`src/rtl/alu_seq.sv`:
```
// rtl/alu_seq.sv - handshaked multi-cycle ALU with iterative multiply/divide and status flags
module alu_seq #(
  parameter int WIDTH = 8
) (
  input  logic             clk,
  input  logic             rst_n,
  input  logic             in_valid,
  output logic             in_ready,
  input  logic [5:0]       op,
  input  logic [WIDTH-1:0] a,
  input  logic [WIDTH-1:0] b,
  output logic             out_valid,
  input  logic             out_ready,
  output logic [WIDTH-1:0] result,
  output logic [WIDTH-1:0] result_hi,
  output logic [3:0]       flags
);
  localparam logic [5:0] OP_ADD = 6'b000000, OP_SUB = 6'b000001, OP_MUL = 6'b000010,
                         OP_DIV = 6'b000011, OP_CMP = 6'b000100, OP_NOT = 6'b001000,
                         OP_AND = 6'b001001, OP_OR  = 6'b001010, OP_XOR = 6'b001011,
                         OP_NOP = 6'b010000;
  localparam int CW = $clog2(WIDTH + 1);
  localparam logic [CW-1:0] LAST = CW'(WIDTH - 1);

  typedef enum logic [1:0] {IDLE, BUSY, DONE} state_t;
  state_t state, state_nxt;

  logic             live;
  logic             is_mul;
  logic [WIDTH-1:0] opd, p_hi, p_lo;
  logic [CW-1:0]    count;
  logic             accept, long_op;

  logic [WIDTH:0]   sum, diff;
  logic [WIDTH-1:0] s_res, s_hi;
  logic             s_c, s_v, s_err, s_z_ok;
  logic [3:0]       s_flags;

  logic [WIDTH:0]   mul_sum, div_sh;
  logic [WIDTH-1:0] div_sub, it_hi, it_lo;
  logic             div_ge;

  assign accept  = in_valid & in_ready;
  assign long_op = (op == OP_MUL) || (op == OP_DIV && b != '0);

  // Single-cycle ops are evaluated straight from the request and registered on accept
  always_comb begin
    sum    = {1'b0, a} + {1'b0, b};
    diff   = {1'b0, a} - {1'b0, b};
    s_res  = '0;
    s_hi   = '0;
    s_c    = 1'b0;
    s_v    = 1'b0;
    s_err  = 1'b0;
    s_z_ok = 1'b1;
    case (op)
      OP_ADD: begin
        s_res = sum[WIDTH-1:0];
        s_c   = sum[WIDTH];
        s_v   = (a[WIDTH-1] == b[WIDTH-1]) && (sum[WIDTH-1] != a[WIDTH-1]);
      end
      OP_SUB: begin
        s_res = diff[WIDTH-1:0];
        s_c   = diff[WIDTH];
        s_v   = (a[WIDTH-1] != b[WIDTH-1]) && (diff[WIDTH-1] != a[WIDTH-1]);
      end
      OP_DIV: begin
        s_res  = '1;
        s_hi   = a;
        s_err  = 1'b1;
        s_z_ok = 1'b0;
      end
      OP_MUL, OP_NOP: begin
      end
      OP_CMP: s_res = (a == b) ? '0 : ((a > b) ? WIDTH'(1) : WIDTH'(2));
      OP_NOT: s_res = ~a;
      OP_AND: s_res = a & b;
      OP_OR:  s_res = a | b;
      OP_XOR: s_res = a ^ b;
      default: s_err = 1'b1;
    endcase
    s_flags = {s_z_ok && (s_res == '0), s_c, s_v, s_err};
  end

  // One iteration: multiply shifts {p_hi,p_lo} right; divide shifts the quotient into p_lo
  always_comb begin
    mul_sum = {1'b0, p_hi} + (p_lo[0] ? {1'b0, opd} : '0);
    div_sh  = {p_hi, p_lo[WIDTH-1]};
    div_ge  = div_sh >= {1'b0, opd};
    div_sub = div_sh[WIDTH-1:0] - opd;
    if (is_mul) begin
      it_hi = mul_sum[WIDTH:1];
      it_lo = {mul_sum[0], p_lo[WIDTH-1:1]};
    end else begin
      it_hi = div_ge ? div_sub : div_sh[WIDTH-1:0];
      it_lo = {p_lo[WIDTH-2:0], div_ge};
    end
  end

  always_ff @(posedge clk) begin
    if (!rst_n) state <= IDLE;
    else        state <= state_nxt;
  end

  always_comb begin
    state_nxt = state;
    case (state)
      IDLE:    if (accept) state_nxt = long_op ? BUSY : DONE;
      BUSY:    if (count == LAST) state_nxt = DONE;
      DONE:    if (out_ready) state_nxt = IDLE;
      default: state_nxt = IDLE;
    endcase
  end

  always_comb begin
    in_ready  = live && (state == IDLE);
    out_valid = (state == DONE);
  end

  always_ff @(posedge clk) begin
    if (!rst_n) begin
      live      <= 1'b0;
      is_mul    <= 1'b0;
      opd       <= '0;
      p_hi      <= '0;
      p_lo      <= '0;
      count     <= '0;
      result    <= '0;
      result_hi <= '0;
      flags     <= '0;
    end else begin
      live <= 1'b1;
      if (accept) begin
        if (long_op) begin
          is_mul <= (op == OP_MUL);
          opd    <= (op == OP_MUL) ? a : b;
          p_hi   <= '0;
          p_lo   <= (op == OP_MUL) ? b : a;
          count  <= '0;
        end else begin
          result    <= s_res;
          result_hi <= s_hi;
          flags     <= s_flags;
        end
      end else if (state == BUSY) begin
        p_hi  <= it_hi;
        p_lo  <= it_lo;
        count <= count + CW'(1);
        if (count == LAST) begin
          result    <= it_lo;
          result_hi <= it_hi;
          flags     <= {is_mul ? ({it_hi, it_lo} == '0) : (it_lo == '0), 3'b000};
        end
      end
    end
  end
endmodule

```
`config.mk`:
```
export PLATFORM = sky130hd
export DESIGN_NAME = alu_seq
export DESIGN_NICKNAME = d
export VERILOG_FILES = /design/src/rtl/alu_seq.sv
export SDC_FILE = /design/constraint.sdc
export NUM_CORES = 1
export LEC_CHECK = 0
export CAP_MARGIN = 15
export CORE_MARGIN = 5
export CORE_UTILIZATION = 55
export DETAILED_ROUTE_END_ITERATION = 8
export HOLD_SLACK_MARGIN = 0.08
export PLACE_DENSITY = 0.81
export SLEW_MARGIN = 15
export SYNTH_ARGS = -nofsm -noshare
export SYNTH_HDL_FRONTEND = slang
export SYNTH_SLANG_ARGS = --single-unit
```
`constraint.sdc`:
```
create_clock -name clk -period 7.7 [get_ports clk]
set_input_delay 2.31 -clock clk [delete_from_list [all_inputs] [get_ports clk]]
set_output_delay 2.31 -clock clk [all_outputs]
set_load 0.02 [all_outputs]
```
Word-level counts from Yosys, hierarchy flattened
Cells that the tools add are included.
{"block": "op_classes", "addsub": 5, "n_lt_le_gt_ge": 2, "eq_ne": 22, "n_mux": 42, "bitwise": 5, "reduce_logical": 19}
{"cell": "$mux 8", "n": 21}
{"cell": "$pmux 8 s8", "n": 1}
{"cell": "$mux 4", "n": 7}
{"cell": "$eq 6x4->1 const B", "n": 4}
{"cell": "$add 8x8->9", "n": 2}
{"cell": "$logic_not 16->1", "n": 1}
{"cell": "$logic_not 8->1", "n": 2}
{"cell": "$eq 6x2->1 const B", "n": 2}
{"cell": "$mux 2", "n": 6}
{"cell": "$ge 9x8->1", "n": 1}
{"cell": "$reduce_or 9->1", "n": 1}
{"cell": "$sub 8x8->9", "n": 1}
{"cell": "$and 8x8->8", "n": 1}
{"cell": "$eq 8x8->1", "n": 1}
{"cell": "$gt 8x8->1", "n": 1}
{"cell": "$not 8->8", "n": 1}
{"cell": "$or 8x8->8", "n": 1}
{"cell": "$reduce_bool 8->1", "n": 1}
{"cell": "$sub 8x8->8", "n": 1}
{"cell": "$xor 8x8->8", "n": 1}
{"cell": "$eq 6x1->1 const B", "n": 1}
{"cell": "$eq 6x3->1 const B", "n": 1}
{"cell": "$eq 6x5->1 const B", "n": 1}
{"cell": "$logic_not 6->1", "n": 1}
{"cell": "18 further kinds", "n": 34}
{"block": "totals", "ff_bits": 52, "input_bits": 26, "out_inout_bits": 22, "word_cells": 105}

Longest topological paths before layout
Gate-level depths: netlist (run 1).
{"block": "depth", "ltp_word": 8, "depth_mapped": 12, "mapped_depth_nobuf": 12}

Worst setup path after synthesis (run 1)
Ideal clock, no wire load.
{"block": "synth_path", "kind": "input-to-reg", "startpoint": "input port a[3]", "endpoint": "register result[7]", "setup_ns": 0.115, "t_arrival_ns": 4.396, "required_time_ns": 7.585, "path_slack_ns": 3.189, "path_stages": 11, "n_path_buf": 1, "path_cell_list": "inv_1 > ha_1 > clkbuf_1 > a21oi_1 > o22ai_1 > o41ai_1 > mux2i_1 > o211ai_1 > a211oi_1 > nor2_1 > o21a_1"}
{"block": "synth_via", "elab_chain_cells": 4, "word_cells_on_any_way": 5, "classes_between": "2 x add/sub; 3 x mux"}
{"element": "start: declaration", "line_no": "10", "text": "input logic [WIDTH-1:0] a,"}
{"element": "$sub 8x8->9 / $add 8x8->9 (equally long branches)", "line_no": "49, 48"}
{"element": "$pmux 8 s8 (*)", "line_no": "56", "text": "case (op)"}
{"element": "$mux 8 (*)", "line_no": "134", "text": "if (long_op) begin"}
{"element": "$mux 8 (*)", "line_no": "133", "text": "if (accept) begin"}
{"element": "end signal: assignment", "line_no": "141", "text": "result <= s_res;"}
{"element": "end signal: assignment", "line_no": "150", "text": "result <= it_lo;"}
{"element": "end: declaration", "line_no": "14", "text": "output logic [WIDTH-1:0] result,"}
Every way passes the cells marked *; elsewhere a longest branch is shown, timed or not. The select of a mux whose other input is x is not followed.
A chain may end at the register's enable or synchronous reset.

Worst setup path after layout (run 1)
{"block": "layout_path", "startpoint": "input port op[0]", "endpoint": "register flags[3]"}
{"block": "layout_via", "elab_chain_cells": 6, "word_cells_on_any_way": 19, "classes_between": "9 x eq/ne; 4 x mux; 6 x reduce/logical"}
{"element": "start: declaration", "line_no": "9", "text": "input logic [5:0] op,"}
{"element": "$eq 6x4->1 (tied with other cells)", "line_no": "56"}
{"element": "$pmux 8 s8", "line_no": "56"}
{"element": "$logic_not 8->1", "line_no": "82", "text": "s_flags = {s_z_ok && (s_res == '0), s_c, s_v, s_err};"}
{"element": "$logic_and 1x1->1", "line_no": "82"}
{"element": "$mux 4", "line_no": "134"}
{"element": "$mux 4", "line_no": "133"}
{"element": "end signal: assignment", "line_no": "143", "text": "flags <= s_flags;"}
{"element": "end signal: assignment", "line_no": "152", "text": "flags <= {is_mul ? ({it_hi, it_lo} == '0) : (it_lo == '0), 3'b000};"}
{"element": "end: declaration", "line_no": "16", "text": "output logic [3:0] flags"}
Several ways; a longest one is shown, not always the timed one. The select of a mux whose other input is x is not followed.

==> run_summary.xml, run 1 <==
<?xml version="1.0" encoding="UTF-8"?>
<metrics>
  <group name="outcome">
    <metric name="status" unit="">finished, final reports clean</metric>
  </group>
  <group name="sta">
    <metric name="max_clock_skew" unit="ns">0.01641</metric>
    <metric name="final-hold-violation-count" unit="">0</metric>
    <metric name="fin_setup_tns" unit="ns">0</metric>
    <metric name="finalCritPeriodShare" unit="%">71.99</metric>
    <metric name="timing.final.setup_violations" unit="">0</metric>
    <metric name="final_max_slew_violation_count" unit="">0</metric>
    <metric name="finalCriticalPeriod" unit="ns">5.543</metric>
    <metric name="tightestPinTransition" unit="ns">1.152</metric>
    <metric name="slew_headroom" unit="%">22.12</metric>
    <metric name="max_freq" unit="MHz">180.4</metric>
    <metric name="grt_setup_unrepaired" unit="">no</metric>
  </group>
  <group name="route">
    <metric name="remaining_drc_errors" unit="">0</metric>
    <metric name="ant_nets" unit="">0</metric>
    <metric name="route.vias.total" unit="">4797</metric>
    <metric name="avgRoutedWirePerCell" unit="um">18.79</metric>
    <metric name="vias_per_cell" unit="">6.430</metric>
    <metric name="totalWireLength" unit="um">14020</metric>
    <metric name="detailedRoute.firstPassIterationCount" unit="">5</metric>
    <metric name="drt_first_iter_violations" unit="">354</metric>
  </group>
  <group name="placed_design">
    <metric name="hpwlAfterDp" unit="um">10820</metric>
    <metric name="numPlacedInstances" unit="">738</metric>
    <metric name="buffer_ports.inserted" unit="">47</metric>
    <metric name="weighted_congestion_reported_at_the_end_of_routability_driven_placement" unit="">0.9834</metric>
  </group>
  <group name="cells_and_area">
    <metric name="post_route_cells_drive_above_1_share" unit="%">6.426</metric>
    <metric name="design.final.nets" unit="">708</metric>
    <metric name="layout_stage_area_growth_over_the_synthesis_result" unit="%">12.75</metric>
    <metric name="final.fill_count" unit="">786</metric>
    <metric name="insertedDiodeCount" unit="">0</metric>
    <metric name="combined_area_of_the_multi_input_logic_cells" unit="sq mm">0.003451</metric>
    <metric name="final_cell_count_no_fill" unit="">746</metric>
    <metric name="layout.area.seq" unit="sq mm">0.001041</metric>
  </group>
  <group name="floorplanning">
    <metric name="die-area" unit="sq mm">0.01064</metric>
    <metric name="floorplan.core_area" unit="sq mm">0.008593</metric>
    <metric name="height_of_the_die" unit="um">103.1</metric>
    <metric name="floorplan.rows" unit="">34</metric>
    <metric name="die-width" unit="um">103.1</metric>
    <metric name="initial_core_util" unit="%">55.52</metric>
    <metric name="count_of_boundary_i_o_pins" unit="">48</metric>
  </group>
  <group name="grt">
    <metric name="first_pass_grt_wire_length" unit="um">23130</metric>
    <metric name="grtUsageTotal" unit="%">27.05</metric>
    <metric name="grt_start_max_net_pins" unit="">53</metric>
    <metric name="grt_overflow_total" unit="">0</metric>
    <metric name="vias_in_the_first_global_route" unit="">4540</metric>
    <metric name="initial_antenna_violation_count" unit="">0</metric>
  </group>
  <group name="setup_path">
    <metric name="critical-path-top-cell-by-count" unit="">sky130_fd_sc_hd__and3_1</metric>
    <metric name="crit_path_top_delay_cell" unit="">sky130_fd_sc_hd__clkdlybuf4s50_1</metric>
    <metric name="worstPathCellList" unit="">clkdlybuf4s50_1 -&gt; inv_1 -&gt; and3_1 -&gt; or3_1 -&gt; nand2_2 -&gt; o21a_1 -&gt; and3_1 -&gt; nand4b_4 -&gt; o41ai_2</metric>
    <metric name="timing.critical_path.to_type" unit="">flip-flop</metric>
    <metric name="critical_path.max_stage_delay" unit="ns">0.99</metric>
    <metric name="worst-endpoint-arrival" unit="ns">5.77</metric>
    <metric name="cp_data_required_time" unit="ns">7.93</metric>
    <metric name="critical_path.startpoint_type" unit="">input pin</metric>
    <metric name="crit_fanout" unit="">22</metric>
    <metric name="worst-setup-path-type" unit="">input pin to flip-flop</metric>
    <metric name="r2r_slack" unit="ns">4.57</metric>
  </group>
  <group name="clock_network">
    <metric name="cts_hold_repair.buffers" unit="">0</metric>
    <metric name="cts-resized-gates" unit="">0</metric>
    <metric name="post-cts-setup-buffer-count" unit="">0</metric>
    <metric name="tritoncts.num_buffers" unit="">5</metric>
    <metric name="cts_tree" unit="">built</metric>
    <metric name="clock_tree.htree_level_count" unit="">2</metric>
    <metric name="maximum_clock_path_buffer_count" unit="">2</metric>
    <metric name="clk_pin_slew" unit="ns">0.11</metric>
    <metric name="clock_tree.root_cell" unit="">sky130_fd_sc_hd__clkbuf_8</metric>
    <metric name="worstSkewPairLatency" unit="ns">0.32</metric>
    <metric name="cts_sink_count" unit="">52</metric>
  </group>
  <group name="synthesis">
    <metric name="synth_top_area_cell" unit="">sky130_fd_sc_hd__dfxtp_1</metric>
    <metric name="synth.net_count" unit="">679</metric>
    <metric name="postSynthAreaPerCell" unit="sq um">7.847</metric>
    <metric name="synth_async_sr_flop_share" unit="%">0</metric>
    <metric name="synth_sequential_area_ratio" unit="%">21.82</metric>
    <metric name="yosys_register_bits" unit="">52</metric>
    <metric name="synthDistinctLibCells" unit="">76</metric>
    <metric name="synthCells" unit="">608</metric>
    <metric name="synth.most_common_cell" unit="">sky130_fd_sc_hd__nand2_1</metric>
    <metric name="mappedNetlistArea" unit="sq mm">0.004771</metric>
    <metric name="ys_dominant_reg_cell" unit="">sky130_fd_sc_hd__dfxtp_1</metric>
    <metric name="yosys_warnings" unit="">0</metric>
    <metric name="synth_area_leaders" unit="">sky130_fd_sc_hd__dfxtp_1 (22%), sky130_fd_sc_hd__ha_1 (11%), sky130_fd_sc_hd__a21oi_1 (5.0%)</metric>
    <metric name="synth_edf_count" unit="">0</metric>
    <metric name="synthDominantCellAreaShare" unit="%">21.82</metric>
    <metric name="synth_commonest_cells" unit="">sky130_fd_sc_hd__nand2_1 (53), sky130_fd_sc_hd__dfxtp_1 (52), sky130_fd_sc_hd__a21oi_1 (48)</metric>
  </group>
  <group name="worst_hold_path">
    <metric name="worst_hold_path_type" unit="">flip-flop to flip-flop</metric>
  </group>
  <group name="flow_run">
    <metric name="max_cap_violations" unit="">0</metric>
  </group>
  <group name="power_and_ir_drop">
    <metric name="vdd_ir_drop_max" unit="mV">0.06599</metric>
    <metric name="cellLeakagePower" unit="nW">2.232</metric>
    <metric name="cellPowerDensity" unit="mW/mm^2">115.5</metric>
  </group>
</metrics>
==> metal layers <==
| metal | vias up | wire length, um | GRT usage [%] |
|---|---|---|---|
| met5 | - | 0 | 0 |
| met1 | 2281 | 6006 | 36.94 |
| li1 | 2281 | - | - |
| met4 | 0 | 300 | 8.267 |
| met3 | 26 | 870 | 2.300 |
| met2 | 209 | 6841 | 45.34 |
==> worst max-delay path, delay by kind of cell <==
kind | cells | cell delay, ns
AND/OR/NAND/NOR | 5 | 1.59
AO/OA/AOI/OAI | 2 | 0.40
buffers and inverters | 2 | 1.46
==> through the flow <==
stage	power [W]	hold slack, ns	setup WS (ns)	instance area, sq um	util [%]
5_1_grt	0.0006485	0.5464	1.938	5379	62.59
6_report	0.0006211	0.5143	2.157	5379	62.59
3_5_place_dp	0.0004546	0.4965	1.895	5283	61.47
4_1_cts	0.0006193	0.5174	2.225	5376	62.57
2_1_floorplan	0.0003934	0.4859	3.189	4771	-
3_3_place_gp	0.0004526	0.4857	1.986	5283	61.47
==> power by group <==
part           total [W]  internal, W  switching, W  leakage [nW]
Sequential      0.000280     0.000276    0.00000453         0.422
Combinational   0.000172    0.0000712      0.000101          1.77
Clock           0.000168    0.0000665      0.000102        0.0452
Total           0.000621     0.000414      0.000208          2.23
==> registers in the layout, summed over array words and instances (netlist names) <==
register and count:
flags 4, live 1, p_hi 8, result_hi 8
result 8, p_lo 8, is_mul 1, state 2
opd 8, count 4
==> placed cells by master (no fill, tap or decap), types with 4 or more instances in the layout <==
| cell type | count |
|---|---|
| sky130_fd_sc_hd__o22ai_1 | 6 |
| sky130_fd_sc_hd__and2_1 | 19 |
| sky130_fd_sc_hd__a311oi_1 | 6 |
| sky130_fd_sc_hd__fa_1 | 4 |
| sky130_fd_sc_hd__o211a_1 | 11 |
| sky130_fd_sc_hd__xor2_1 | 4 |
| sky130_fd_sc_hd__o21a_1 | 7 |
| sky130_fd_sc_hd__or2_1 | 5 |
| sky130_fd_sc_hd__nand3_1 | 16 |
| sky130_fd_sc_hd__o211ai_1 | 13 |
| sky130_fd_sc_hd__a211oi_1 | 7 |
| sky130_fd_sc_hd__o31a_1 | 4 |
| sky130_fd_sc_hd__buf_4 | 4 |
| sky130_fd_sc_hd__nor2b_1 | 24 |
| sky130_fd_sc_hd__and3_1 | 6 |
| sky130_fd_sc_hd__mux2_2 | 8 |
| sky130_fd_sc_hd__clkdlybuf4s50_1 | 47 |
| sky130_fd_sc_hd__a2bb2oi_1 | 4 |
| sky130_fd_sc_hd__nor4_1 | 5 |
| sky130_fd_sc_hd__xnor2_1 | 8 |
| sky130_fd_sc_hd__a221oi_1 | 4 |
| sky130_fd_sc_hd__inv_1 | 42 |
| sky130_fd_sc_hd__dfxtp_1 | 52 |
| sky130_fd_sc_hd__ha_1 | 41 |
| sky130_fd_sc_hd__nand2_1 | 53 |
| sky130_fd_sc_hd__mux2i_1 | 10 |
| sky130_fd_sc_hd__a21oi_1 | 48 |
| sky130_fd_sc_hd__o21ai_0 | 31 |
| sky130_fd_sc_hd__a31oi_1 | 7 |
| sky130_fd_sc_hd__clkbuf_8 | 5 |
| sky130_fd_sc_hd__o21bai_1 | 4 |
| sky130_fd_sc_hd__mux4_2 | 5 |
| sky130_fd_sc_hd__nor3_1 | 17 |
| sky130_fd_sc_hd__nor2_1 | 41 |
==> final timing paths <==
check / start / end / cells after the start
min reg2reg: result_hi[2] / result_hi[2] / 1
max: op[0] / flags[3] / 9
min: result_hi[2] / result_hi[2] / 1
max reg2reg: opd[4] / result_hi[5] / 10
==> layout make-up <==
| class | instances | share of cell area (%) |
|---|---|---|
| Clock inverter | 3 | 0.4652 |
| Inverter | 42 | 2.931 |
| Tap cell | 108 | 2.512 |
| Timing Repair Buffer | 51 | 9.304 |
| Clock buffer | 5 | 1.279 |
| Multi-Input combinational cell | 485 | 64.15 |
| Sequential cell | 52 | 19.35 |
==> cell families after synthesis <==
| family | synth area share, % |
|---|---|
| and+or+nand+nor | 23.08 |
| AOI/OAI and AO/OA | 28.22 |
| buffers and inverters | 5.901 |
| DFF | 21.82 |
| adders and majority gates | 12.43 |
| muxes | 6.347 |
| xor gates and xnor gates | 2.203 |
No activity file was read; power rests on OpenSTA's default activity.
==> run 2, diff against run 1 <==
Settings changed: CORE_UTILIZATION 55 to 53, PLACE_DENSITY 0.81 to 0.82.
Clock period 7.7 ns to 4.8 ns, I/O delays scaled along.
==> run_summary.xml, run 2 (same netlist as run 1, synthesis figures left out) <==
<?xml version="1.0" encoding="UTF-8"?>
<metrics>
  <group name="clock_network">
    <metric name="clock_tree.root_cell" unit="">sky130_fd_sc_hd__clkbuf_8</metric>
    <metric name="worstSkewPairLatency" unit="ns">0.32</metric>
    <metric name="cts-resized-gates" unit="">0</metric>
    <metric name="cts_sink_count" unit="">52</metric>
    <metric name="clock_tree.htree_level_count" unit="">2</metric>
    <metric name="tritoncts.num_buffers" unit="">5</metric>
    <metric name="clk_pin_slew" unit="ns">0.11</metric>
    <metric name="cts_hold_repair.buffers" unit="">0</metric>
    <metric name="cts_tree" unit="">built</metric>
    <metric name="post-cts-setup-buffer-count" unit="">0</metric>
    <metric name="maximum_clock_path_buffer_count" unit="">2</metric>
  </group>
  <group name="sta">
    <metric name="grt_setup_unrepaired" unit="">no</metric>
    <metric name="finalCriticalPeriod" unit="ns">4.353</metric>
    <metric name="whs" unit="ns">0.4909</metric>
    <metric name="slew_headroom" unit="%">38.03</metric>
    <metric name="timing.final.setup_violations" unit="">0</metric>
    <metric name="final_max_slew_violation_count" unit="">0</metric>
    <metric name="max_freq" unit="MHz">229.7</metric>
    <metric name="tightestPinTransition" unit="ns">0.9282</metric>
    <metric name="finalCritPeriodShare" unit="%">90.69</metric>
    <metric name="post-route-worst-setup-slack" unit="ns">0.4467</metric>
    <metric name="max_clock_skew" unit="ns">0.01452</metric>
    <metric name="fin_setup_tns" unit="ns">0</metric>
    <metric name="final-hold-violation-count" unit="">0</metric>
  </group>
  <group name="placed_design">
    <metric name="hpwlAfterDp" unit="um">11480</metric>
    <metric name="placedInstanceArea" unit="sq mm">0.005380</metric>
    <metric name="buffer_ports.inserted" unit="">47</metric>
    <metric name="pre_cts_slack" unit="ns">0.2436</metric>
    <metric name="weighted_congestion_reported_at_the_end_of_routability_driven_placement" unit="">0.9804</metric>
  </group>
  <group name="grt">
    <metric name="grtUsageTotal" unit="%">26.02</metric>
    <metric name="grt_overflow_total" unit="">0</metric>
    <metric name="grt_start_max_net_pins" unit="">53</metric>
    <metric name="first_pass_grt_wire_length" unit="um">23770</metric>
    <metric name="initial_antenna_violation_count" unit="">0</metric>
    <metric name="vias_in_the_first_global_route" unit="">4744</metric>
  </group>
  <group name="power_and_ir_drop">
    <metric name="cellLeakagePower" unit="nW">2.303</metric>
    <metric name="cellPowerDensity" unit="mW/mm^2">192.2</metric>
    <metric name="vdd_ir_drop_max" unit="mV">0.1254</metric>
  </group>
  <group name="worst_hold_path">
    <metric name="worst_hold_path_type" unit="">flip-flop to flip-flop</metric>
    <metric name="worstHoldPathCells" unit="">2</metric>
    <metric name="min_delay_worst_endpoint" unit="">flags[0]</metric>
    <metric name="timing.hold.worst.start" unit="">flags[0]</metric>
  </group>
  <group name="flow_run">
    <metric name="max_cap_violations" unit="">0</metric>
  </group>
  <group name="setup_path">
    <metric name="worst-setup-path-type" unit="">input pin to flip-flop</metric>
    <metric name="worstPathCellList" unit="">clkdlybuf4s50_1 -&gt; inv_1 -&gt; ha_1 -&gt; a21oi_1 -&gt; o22ai_1 -&gt; o41ai_1 -&gt; buf_4 -&gt; mux2i_1 -&gt; o211ai_1 -&gt; a211oi_1 -&gt; nor2_1 -&gt; o21a_1</metric>
    <metric name="critical_path.n_buffers_inverters" unit="">3</metric>
    <metric name="crit_path_top_delay_cell" unit="">sky130_fd_sc_hd__clkdlybuf4s50_1</metric>
    <metric name="r2r_slack" unit="ns">1.56</metric>
    <metric name="ff2ff_path_depth" unit="">10</metric>
    <metric name="timing.critical_path.to_type" unit="">flip-flop</metric>
    <metric name="cell_depth_of_the_worst_setup_path" unit="">12</metric>
    <metric name="terminus_of_the_critical_flop_to_flop_path" unit="">result_hi[6]</metric>
    <metric name="critical_path.max_stage_delay" unit="ns">0.58</metric>
    <metric name="critical_path.startpoint_type" unit="">input pin</metric>
    <metric name="critPathTopFamily" unit="">compound AO/OA/AOI/OAI gates</metric>
    <metric name="cp_data_required_time" unit="ns">5.03</metric>
    <metric name="worst-endpoint-arrival" unit="ns">4.58</metric>
    <metric name="cp-startpoint" unit="">a[3]</metric>
    <metric name="reg2reg_from" unit="">opd[4]</metric>
    <metric name="crit_fanout" unit="">8</metric>
  </group>
  <group name="cells_and_area">
    <metric name="insertedDiodeCount" unit="">0</metric>
    <metric name="layout_stage_area_growth_over_the_synthesis_result" unit="%">15.11</metric>
    <metric name="design.final.nets" unit="">721</metric>
    <metric name="post_route_cells_drive_above_1_share" unit="%">8.141</metric>
    <metric name="layout.cells.most_common" unit="">sky130_fd_sc_hd__nand2_1</metric>
    <metric name="finalInstanceArea" unit="sq mm">0.005492</metric>
    <metric name="mostFrequentLayoutCells" unit="">sky130_fd_sc_hd__nand2_1 (53), sky130_fd_sc_hd__dfxtp_1 (52), sky130_fd_sc_hd__a21oi_1 (48)</metric>
  </group>
  <group name="route">
    <metric name="route.vias.total" unit="">4838</metric>
    <metric name="avgRoutedWirePerCell" unit="um">19.31</metric>
    <metric name="ant_nets" unit="">0</metric>
    <metric name="remaining_drc_errors" unit="">0</metric>
    <metric name="vias_per_cell" unit="">6.374</metric>
    <metric name="totalWireLength" unit="um">14650</metric>
    <metric name="drt_first_iter_violations" unit="">437</metric>
    <metric name="detailedRoute.firstPassIterationCount" unit="">5</metric>
  </group>
  <group name="floorplanning">
    <metric name="floorplan.core_area" unit="sq mm">0.008763</metric>
    <metric name="die-width" unit="um">104.9</metric>
    <metric name="initial_core_util" unit="%">54.44</metric>
    <metric name="count_of_boundary_i_o_pins" unit="">48</metric>
    <metric name="die-area" unit="sq mm">0.01100</metric>
    <metric name="floorplan.rows" unit="">34</metric>
    <metric name="height_of_the_die" unit="um">104.9</metric>
  </group>
  <group name="outcome">
    <metric name="status" unit="">finished, final reports clean</metric>
  </group>
</metrics>
-- run 2: layer usage --
layer,GRT usage (%),vias up,wire length [um]
li1,-,2312,-
met1,33.21,2272,6077
met2,44.60,219,7196
met3,3.144,35,923
met4,10.14,0,455
met5,0,-,0
-- run 2: stage by stage --
step | utilization (%) | instances | power [W]
after detailed placement | 61.39 | 751 | 0.0007429
after global placement | 61.39 | 751 | 0.0007411
after floorplan | - | 608 | 0.0006311
after CTS | 62.66 | 759 | 0.001051
after global routing | 62.66 | 759 | 0.001096
final | 62.66 | 759 | 0.001056
-- run 2: worst min-delay path, delay by kind of cell, from the launching register on --
family | cells | cell delay (ns)
flops | 1 | 0.33
simple gates | 1 | 0.05
compound gates | 1 | 0.07
-- run 2: layout make-up --
type                            instances  area [sq um]
Inverter                               42         157.7
Multi-Input combinational cell        485          3448
Sequential cell                        52          1041
Tap cell                              108         135.1
Fill cell                             787          3272
Clock buffer                            5         68.82
Timing Repair Buffer                   64         598.1
Clock inverter                          3         42.54
-- run 2: power breakdown --
part	internal, W	switching, W	total [W]
clock	0.000155	0.000162	0.000316
combinational	0.000122	0.000168	0.000290
sequential	0.000442	0.00000676	0.000449
-- run 2: worst max-delay path by stage --
| stage | end | slack, ns |
|---|---|---|
| after CTS | result[7] | 0.60 |
| after floorplan | result[7] | 1.16 |
| after global routing | result[7] | 0.42 |
| after detailed placement | result[7] | 0.24 |
| final | result[7] | 0.45 |
| after global placement | result[7] | 0.46 |
==> run 3, diff against run 2 <==
Settings changed: SKIP_LAST_GASP from default to 1.
==> results of run 3 <==
No change in the layout: final DEF, timing and power equal those of run 2.
